$ cat config.mk
export PLATFORM = sky130hd
export DESIGN_NAME = br_param
export DESIGN_NICKNAME = d
export VERILOG_FILES = /design/src/rtl/br_param.sv
export SDC_FILE = /design/constraint.sdc
export NUM_CORES = 2
export LEC_CHECK = 0
export BUFFER_PORTS_ARGS = -buffer_cell sky130_fd_sc_hd__buf_2
export CORE_ASPECT_RATIO = 0.8
export CORE_UTILIZATION = 58
export DETAILED_ROUTE_END_ITERATION = 8
export PLACE_DENSITY_LB_ADDON = 0.05
export SETUP_SLACK_MARGIN = 0.15
export SYNTH_ARGS = -nofsm -noshare
export SYNTH_HDL_FRONTEND = slang
export SYNTH_HIERARCHICAL = 1
export SYNTH_SLANG_ARGS = --single-unit
$ cat constraint.sdc
create_clock -name clk -period 4.66 [get_ports clk]
set_input_delay 0.932 -clock clk [delete_from_list [all_inputs] [get_ports clk]]
set_output_delay 0.932 -clock clk [all_outputs]
set_load 0.005 [all_outputs]
$ cat src/rtl/br_param.sv
// Parametrised register bank with N combinational read ports, optional write
// bypass / hard-wired zero register, and a pending-write scoreboard.

module br_param_rd_port #(
    parameter int DATA_W   = 32,
    parameter int ADDR_W   = 5,
    parameter int ZERO_REG = 1,
    parameter int BYPASS   = 1
) (
    input  logic              rst_n,
    input  logic [ADDR_W-1:0] addr,
    input  logic [DATA_W-1:0] reg_val,
    input  logic              pend_bit,
    input  logic              wen,
    input  logic [ADDR_W-1:0] wr_addr,
    input  logic [DATA_W-1:0] wr_data,
    output logic [DATA_W-1:0] rd_data,
    output logic              busy
);
    logic is_zero;
    logic fwd;

    assign is_zero = (ZERO_REG != 0) && (addr == '0);
    // Forwarding is masked during reset so the port reads 0 while rst_n is low.
    assign fwd     = (BYPASS != 0) && rst_n && wen && (addr == wr_addr);

    always_comb begin
        rd_data = reg_val;
        busy    = pend_bit;
        if (is_zero) begin
            rd_data = '0;
            busy    = 1'b0;
        end else if (fwd) begin
            rd_data = wr_data;
            busy    = 1'b0;
        end
    end
endmodule

module br_param #(
    parameter int DATA_W   = 32,
    parameter int ADDR_W   = 5,
    parameter int NUM_RD   = 2,
    parameter int ZERO_REG = 1,
    parameter int BYPASS   = 1
) (
    input  logic                     clk,
    input  logic                     rst_n,
    input  logic [NUM_RD*ADDR_W-1:0] direccion_lect,
    output logic [NUM_RD*DATA_W-1:0] datoLect,
    output logic [NUM_RD-1:0]        ocupado,
    input  logic                     Wen,
    input  logic [ADDR_W-1:0]        direccion_escritura,
    input  logic [DATA_W-1:0]        datoEscritura,
    input  logic                     emitir,
    input  logic [ADDR_W-1:0]        emitir_dir,
    input  logic                     vaciar,
    output logic [ADDR_W:0]          num_pend
);
    localparam int DEPTH = 1 << ADDR_W;

    logic [DEPTH-1:0][DATA_W-1:0]  regs;
    logic [DEPTH-1:0]              pend;
    logic [DEPTH-1:0]              pend_nxt;
    logic [ADDR_W:0]               cnt_nxt;
    logic                          wr_ok;
    logic                          iss_ok;
    logic [NUM_RD-1:0][ADDR_W-1:0] rd_addr;
    logic [NUM_RD-1:0][DATA_W-1:0] rd_data;

    assign wr_ok  = Wen    && !((ZERO_REG != 0) && (direccion_escritura == '0));
    assign iss_ok = emitir && !((ZERO_REG != 0) && (emitir_dir == '0));

    // Issue applied after write-clear: a new producer supersedes the one retiring.
    always_comb begin
        pend_nxt = pend;
        if (vaciar) begin
            pend_nxt = '0;
        end else begin
            if (wr_ok)  pend_nxt[direccion_escritura] = 1'b0;
            if (iss_ok) pend_nxt[emitir_dir]          = 1'b1;
        end
    end

    always_comb begin
        cnt_nxt = '0;
        for (int i = 0; i < DEPTH; i++)
            cnt_nxt += {{ADDR_W{1'b0}}, pend_nxt[i]};
    end

    always_ff @(posedge clk or negedge rst_n) begin
        if (!rst_n) begin
            regs     <= '0;
            pend     <= '0;
            num_pend <= '0;
        end else begin
            if (wr_ok) regs[direccion_escritura] <= datoEscritura;
            pend     <= pend_nxt;
            num_pend <= cnt_nxt;
        end
    end

    assign rd_addr  = direccion_lect;
    assign datoLect = rd_data;

    for (genvar k = 0; k < NUM_RD; k++) begin : g_rd
        br_param_rd_port #(
            .DATA_W  (DATA_W),
            .ADDR_W  (ADDR_W),
            .ZERO_REG(ZERO_REG),
            .BYPASS  (BYPASS)
        ) u_rd (
            .rst_n   (rst_n),
            .addr    (rd_addr[k]),
            .reg_val (regs[rd_addr[k]]),
            .pend_bit(pend[rd_addr[k]]),
            .wen     (Wen),
            .wr_addr (direccion_escritura),
            .wr_data (datoEscritura),
            .rd_data (rd_data[k]),
            .busy    (ocupado[k])
        );
    end
endmodule

After elaboration in Yosys (flattened, before gate mapping)
Cells that the tools add are included.
Widths: inputs -> output; s select.
Word-level totals
  register bits: 1062
  input bits: 57
  output and inout bits: 72
  word-level logic and storage cells: 116
Cells by class
  add/sub/neg operators: 31
  magnitude comparators: 6
  equal/unequal tests: 2
  mux-type cells: 27
  bitwise gates (word level): 3
  reductions and logical operators: 13
Operator list (count)
  $bwmux 1024: 1
  $mux 32: 11
  $bmux 32 s5: 2
  $demux 32 s5: 1
  $add 6x1->6: 26
  $and 32x32->32: 1
  $not 32->32: 1
  $or 32x32->32: 1
  $lt 5x6->1 const B: 4
  $logic_not 5->1: 4
  $bmux 1 s5: 2
  $demux 1 s5: 2
  $eq 5x5->1: 2
  $ge 5x1->1 const B: 2
  $mux 1: 8
  $logic_and 1x1->1: 7
  $add 5x1->6: 1
  $add 4x1->5: 1
  $add 3x1->4: 1
  $add 2x1->3: 1
  $add 1x1->2: 1
  $logic_not 1->1: 2

Depth between registers and ports, before layout
  depth after elaboration: 42
  mapped depth: 22
  depth with buffers taken out: 21

By module
The synthesis kept the hierarchy.
Modules (own cells, without submodules)
  br_param: times used 1, cells an instance 4918, area an instance 58356.0 µm², seq. area each 26575.5 µm²
  br_param_rd_port: times used 2, cells an instance 126, area an instance 655.6 µm², seq. area each 0.0 µm²

Least setup slack after synthesis
Ideal clock, no wire load.
  kind: input port to flip-flop
  start point: in direccion_escritura[4]
  end point: reg num_pend[4]
  arrival: 5883 ps
  slack: -1303 ps
  stages on the path: 19
  cells stage by stage: nor3b_2 -> nand2_1 -> buf_1 -> nand2_1 -> a21o_1 -> fa_1 -> fa_1 -> inv_1 -> fa_1 -> inv_1 -> fa_1 -> fa_1 -> inv_1 -> fa_1 -> ha_1 -> fa_1 -> a21o_1 -> a21oi_1 -> xnor2_1
On the way
  cells in the longest elaborated chain, start to end: 42
  elaborated cells between the ends (all ways): 46
RTL lines
  start: declaration: RTL line 53  | input logic [ADDR_W-1:0] direccion_escritura,
  $lt 5x6->1 (not written as such) or $ge 5x1->1 (tied branches): RTL line 80  | if (wr_ok) pend_nxt[direccion_escritura] = 1'b0;
  $logic_and 1x1->1 (not written as such): RTL line 80
  $mux 1 (not written as such): RTL line 80
  $demux 1 s5: RTL line 80
  $not 32->32 (no source line)
  $and 32x32->32 (no source line)
  $mux 32 *: RTL line 80
  $mux 32 *: RTL line 77  | if (vaciar) begin
  [3 not listed]
  $add 1x1->2: RTL line 88  | cnt_nxt += {{ADDR_W{1'b0}}, pend_nxt[i]};
  $add 2x1->3: RTL line 88
  $add 3x1->4: RTL line 88
  $add 4x1->5: RTL line 88
  $add 5x1->6: RTL line 88
  $add 6x1->6 (25 in series): RTL line 88
  $add 6x1->6 *: RTL line 88
  net cnt_nxt[4]: RTL line 65  | logic [ADDR_W:0] cnt_nxt;
  end signal: assignment: RTL line 99  | num_pend <= cnt_nxt;
  end: declaration: RTL line 58  | output logic [ADDR_W:0] num_pend
The timed path passes the listed nets; every way through them passes the cells marked *. The select of a mux whose other input is x is not followed.
A chain may end at the register's enable or synchronous reset.

Worst setup path in the final report
  start point: in direccion_escritura[1]
  end point: reg num_pend[4]
On the way
  cells in the longest elaborated chain, start to end: 42
  elaborated cells between the ends (all ways): 46
RTL lines
  $lt 5x6->1 (not written as such) or $ge 5x1->1 (tied branches): RTL line 80
  $logic_and 1x1->1 (not written as such): RTL line 80
  $mux 1 (not written as such): RTL line 80
  $demux 1 s5: RTL line 80
  $not 32->32 (no source line)
  $and 32x32->32 (no source line)
  $mux 32 *: RTL line 80
  $mux 32 *: RTL line 77
  [3 not listed]
  net pend_nxt[1]: RTL line 64  | logic [DEPTH-1:0] pend_nxt;
  $add 1x1->2 *: RTL line 88
  $add 2x1->3 *: RTL line 88
  $add 3x1->4 *: RTL line 88
  $add 4x1->5 *: RTL line 88
  $add 5x1->6 *: RTL line 88
  $add 6x1->6 * (26 in series): RTL line 88
  net cnt_nxt[4]: RTL line 65
Marks and branches as above.

==> metrics.md <==
| Metric | Value |
|---|---|
| # clock sinks | `1062` |
| Grt total ovfl | `0` |
| Largest net degree at the start of global routing | `162` |
| Fin. Hold Viols | `0` |
| Total die area | `0.104 mm2` |
| Combinational share of power | `19.6%` |
| CTS Buf Count | `109` |
| Layout area overhead | `12.1%` |
| Status | `finished, violations left` |
| Clock share of power | `34.9%` |
| Max incr delay on CP | `560 ps` |
| Setup violators final | `5` |
| Seq pwr share | `45.4%` |
| Initial Util | `~59%` |
| Fmax | `around 190 MHz` |
| Post-layout util | `66.1%` |
| Pwr Total | `0.0270 W` |
| Total track usage | `37.3%` |
| Fin cells | `around 6600` |
| Post-synthesis cell count | `5170` |
| Synthesized flop and latch total | `1062` |
| CP Cell Sequence | `buf_12, buf_6, nor2_4, buf_6, nand2_4, a22oi_2, nor2_2, fa_1, inv_1, fa_1, fa_1, fa_1, fa_1, inv_1, fa_2, ha_4, fa_2, a21o_1, a21oi_2, xnor2_1` |
| Post-route setup TNS | `-1990 ps` |
| DR pass1 iterations | `6` |
| Failing checks | `negative setup slack` |
| Maximum fanout along the worst path | `8` |
| Proportion of synthesized area in mux cells | `between 30% and 40%` |
| Root Driver | `clkbuf_16` |
| Unrepaired setup endpoints after global routing | `yes` |
| Tmin final | `5170 ps` |
| Post-Synth XOR/XNOR Area | `less than 1%` |
| CP max stage cell | `fa_1` |
| P_leak | `32.0 nW` |
| Most common cell on crit path | `fa_1` |
| Synth cell types | `42` |
| Final hold slack | `43.8 ps` |
| Inst Count DP | `6358` |
| Nets | `5252` |
| DR WL/cell | `29.7 um` |
| Slew Limit Fails | `0` |
| Final period util | `111%` |
| Sw Ratio | `29.0%` |
| Seq/Total Area, Yosys | `44.5%` |
| Wirelength, routed | `196000 um` |
| Synth Warn # | `6` |
| Vias | `44300` |
| CTS Hold Bufs | `0` |
| Synth Area in Adders | `0.952%` |
| Avg Cell Area, Syn | `11.5 um2` |
| Worst endpoint required time | `between 5000 and 6000 ps` |
| DP HPWL | `approximately 110000 um` |
| Vias in the first global route | `43800` |
| PD cells | `404 mW/mm2` |
| Maxcap violations | `0` |
| Syn Nets | `5258` |
| Row count | `104` |
| Clk_skew | `3.94 ps` |
| Core area | `0.101 mm2` |
| Remaining DRCs | `0` |
| Synth Cell Area | `0.0597 mm2` |
| Clock Path Buffers | `3` |
| P_int | `0.0192 W` |
| Worst Tran Pin Value | `between 1000 and 1500 ps` |
| Starting DRT DRC Count | `4820` |
| First-pass GRT wire length | `292000 um` |
| CTS tree | `built` |
| DIE WIDTH | `361 um` |
| Layout cell share with drive strength beyond 1 | `31.7%` |
| CTS H-tree lvls | `3` |
| Port Buf Inserts | `128` |
| WP data arrival | `5820 ps` |
| Clock transition at path regs | `60 ps` |
| Vias per cell | `roughly 6.7` |
| Final WS setup | `-512 ps` |
| IR drop worst, VDD | `0.326 mV` |
| CP startpoint kind | `input pin` |
| Largest family of logic cells by synthesized area | `multiplexers` |
| Hold WC Path Type | `input pin to asynchronous set/reset pin` |
| Simple-gate portion of the synthesized area | `5.75%` |
| Initial antenna violation count | `3` |
| Routed Antenna Nets | `0` |
| Compound-Gate Fraction of Synth Area | `7.90%` |
| Setup crit end kind | `flop` |
| Gpl congestion | `0.874` |
| Worst skew pair latency | `730 ps` |
| # IOs | `around 130` |
| Setup CP Type | `input pin to flop` |
| Psw | `0.00785 W` |
| Slew margin rel. | `21.8%` |
| Die span in y | `289 um` |
-- cell usage after synthesis (all sizes together) --
cell    number  area [um2]
nor2        39         186
a31oi       66         413
and3         1        6.26
nand2      320        1200
clkbuf     272        1040
fa          24         480
or3b         1        8.76
ha           7        87.6
a21o        21         158
nand2b       7        43.8
dfrtp     1062       26600
a22o       132        1160
nor4         2        42.5
buf        258        1320
and3b        1        8.76
nand3b       4        30.0
mux2i     1056       10600
nor3b        4        45.1
xnor2        2        17.5
and2         5        31.3
inv         43         161
nand4       64         400
o21ai       80         400
nor2b        8        50.1
or2          3        18.8
a21oi      208        1040
nor3        71         355
xor2        11        96.3
mux2       992       11200
a22oi      205        1540
nand3      200        1000
o21a         1        7.51
-- metrics by stage --
step	area, um2	setup slack [ps]
after global routing	66900	-593
after floorplan	59800	-935
final	66900	-512
after global placement	62600	-1250
after CTS	66800	-454
after detailed placement	62600	-1290
-- critical path: cells and delay by family --
family | cells | cell delay, ps
simple gates | 3 | 280
compound gates | 3 | 500
xor+xnor | 1 | 130
fa+ha+maj | 8 | 3470
buf+inv | 5 | 490
-- logic make-up (layout without fill, tap and decap cells) --
logic type,Yosys count,after routing
compound gates,713,713
xor+xnor,13,13
fa+ha+maj,31,31
buf+inv,573,663
flops,1062,1062
mux,2048,2048
other cells,0,2
simple gates,730,730
-- per-layer routing --
metal,part of all wire (%),wire [um],track usage (%),up-vias
li1,-,-,-,18900
met1,44,85400,53.8,22900
met2,44,85900,56.1,1970
met3,8.4,16400,7.16,458
met4,4.0,7830,13.9,2
met5,0.0046,9,0,-
-- repair_timing --
action	4_1_cts	5_1_grt
endpoints found under the hold margin	0	0
buffers inserted	14	6
pin swaps	29	15
gates resized for setup	55	8
setup endpoints to repair	6	6
-- worst paths after layout --
kind,start,to,slack (ps),depth (start not counted)
setup / recovery,direccion_escritura[1],num_pend[4],-510,20
hold reg to reg,regs[21],regs[21],400,0
hold / removal,rst_n,regs[66],40,1
max in group asynchronous,rst_n,regs[687],2480,3
setup reg to reg,pend[21],num_pend[4],-180,16
min in group clk,regs[21],regs[21],400,0
-- area by class of cell --
type | instances | area (um2)
Antenna cell | 2 | 5.00
Multi-Input combinational cell | 3535 | 31000
Clock buffer | 151 | 3110
Inverter | 43 | 161
Sequential cell | 1062 | 26600
Timing Repair Buffer | 413 | 3570
Clock inverter | 56 | 747
Fill cell | 7828 | 34400
Tap cell | 1325 | 1660
-- placed cells by master, fill, tap and decap left out, types with 15 or more instances in the layout --
master / netlist / layout
buf_2: 190 / 115
buf_12: 0 / 55
a22o_1: 132 / 132
bufinv_16: 0 / 15
a22oi_1: 205 / 203
nor2_4: 4 / 24
nor3_1: 71 / 68
buf_4: 13 / 228
fa_1: 24 / 22
mux2i_1: 1056 / 1056
clkbuf_16: 0 / 109
nand3_1: 200 / 199
nand2_1: 320 / 296
dfrtp_1: 1062 / 1062
a31oi_1: 66 / 66
a21o_1: 21 / 21
clkbuf_1: 270 / 20
inv_1: 43 / 42
mux2_2: 976 / 976
clkbuf_8: 2 / 22
nand4_1: 64 / 64
clkinv_2: 0 / 25
nand2_4: 0 / 19
mux2_1: 16 / 16
a21oi_1: 208 / 205
o21ai_0: 74 / 70
-- power by group through the flow --
stage / registers [W] / clock network [W] / logic (W)
2_1_floorplan: 0.0120 / 0 / 0.00386
3_3_place_gp: 0.0123 / 0 / 0.00509
3_5_place_dp: 0.0124 / 0 / 0.00522
4_1_cts: 0.0122 / 0.00955 / 0.00527
5_1_grt: 0.0125 / 0.00992 / 0.00575
6_report: 0.0123 / 0.00944 / 0.00531
-- registers in the layout, summed over array words and instances, names as in the netlist --
register / count
num_pend: 6
pend: 32
regs: 1024
No activity file was read; power rests on OpenSTA's default activity.
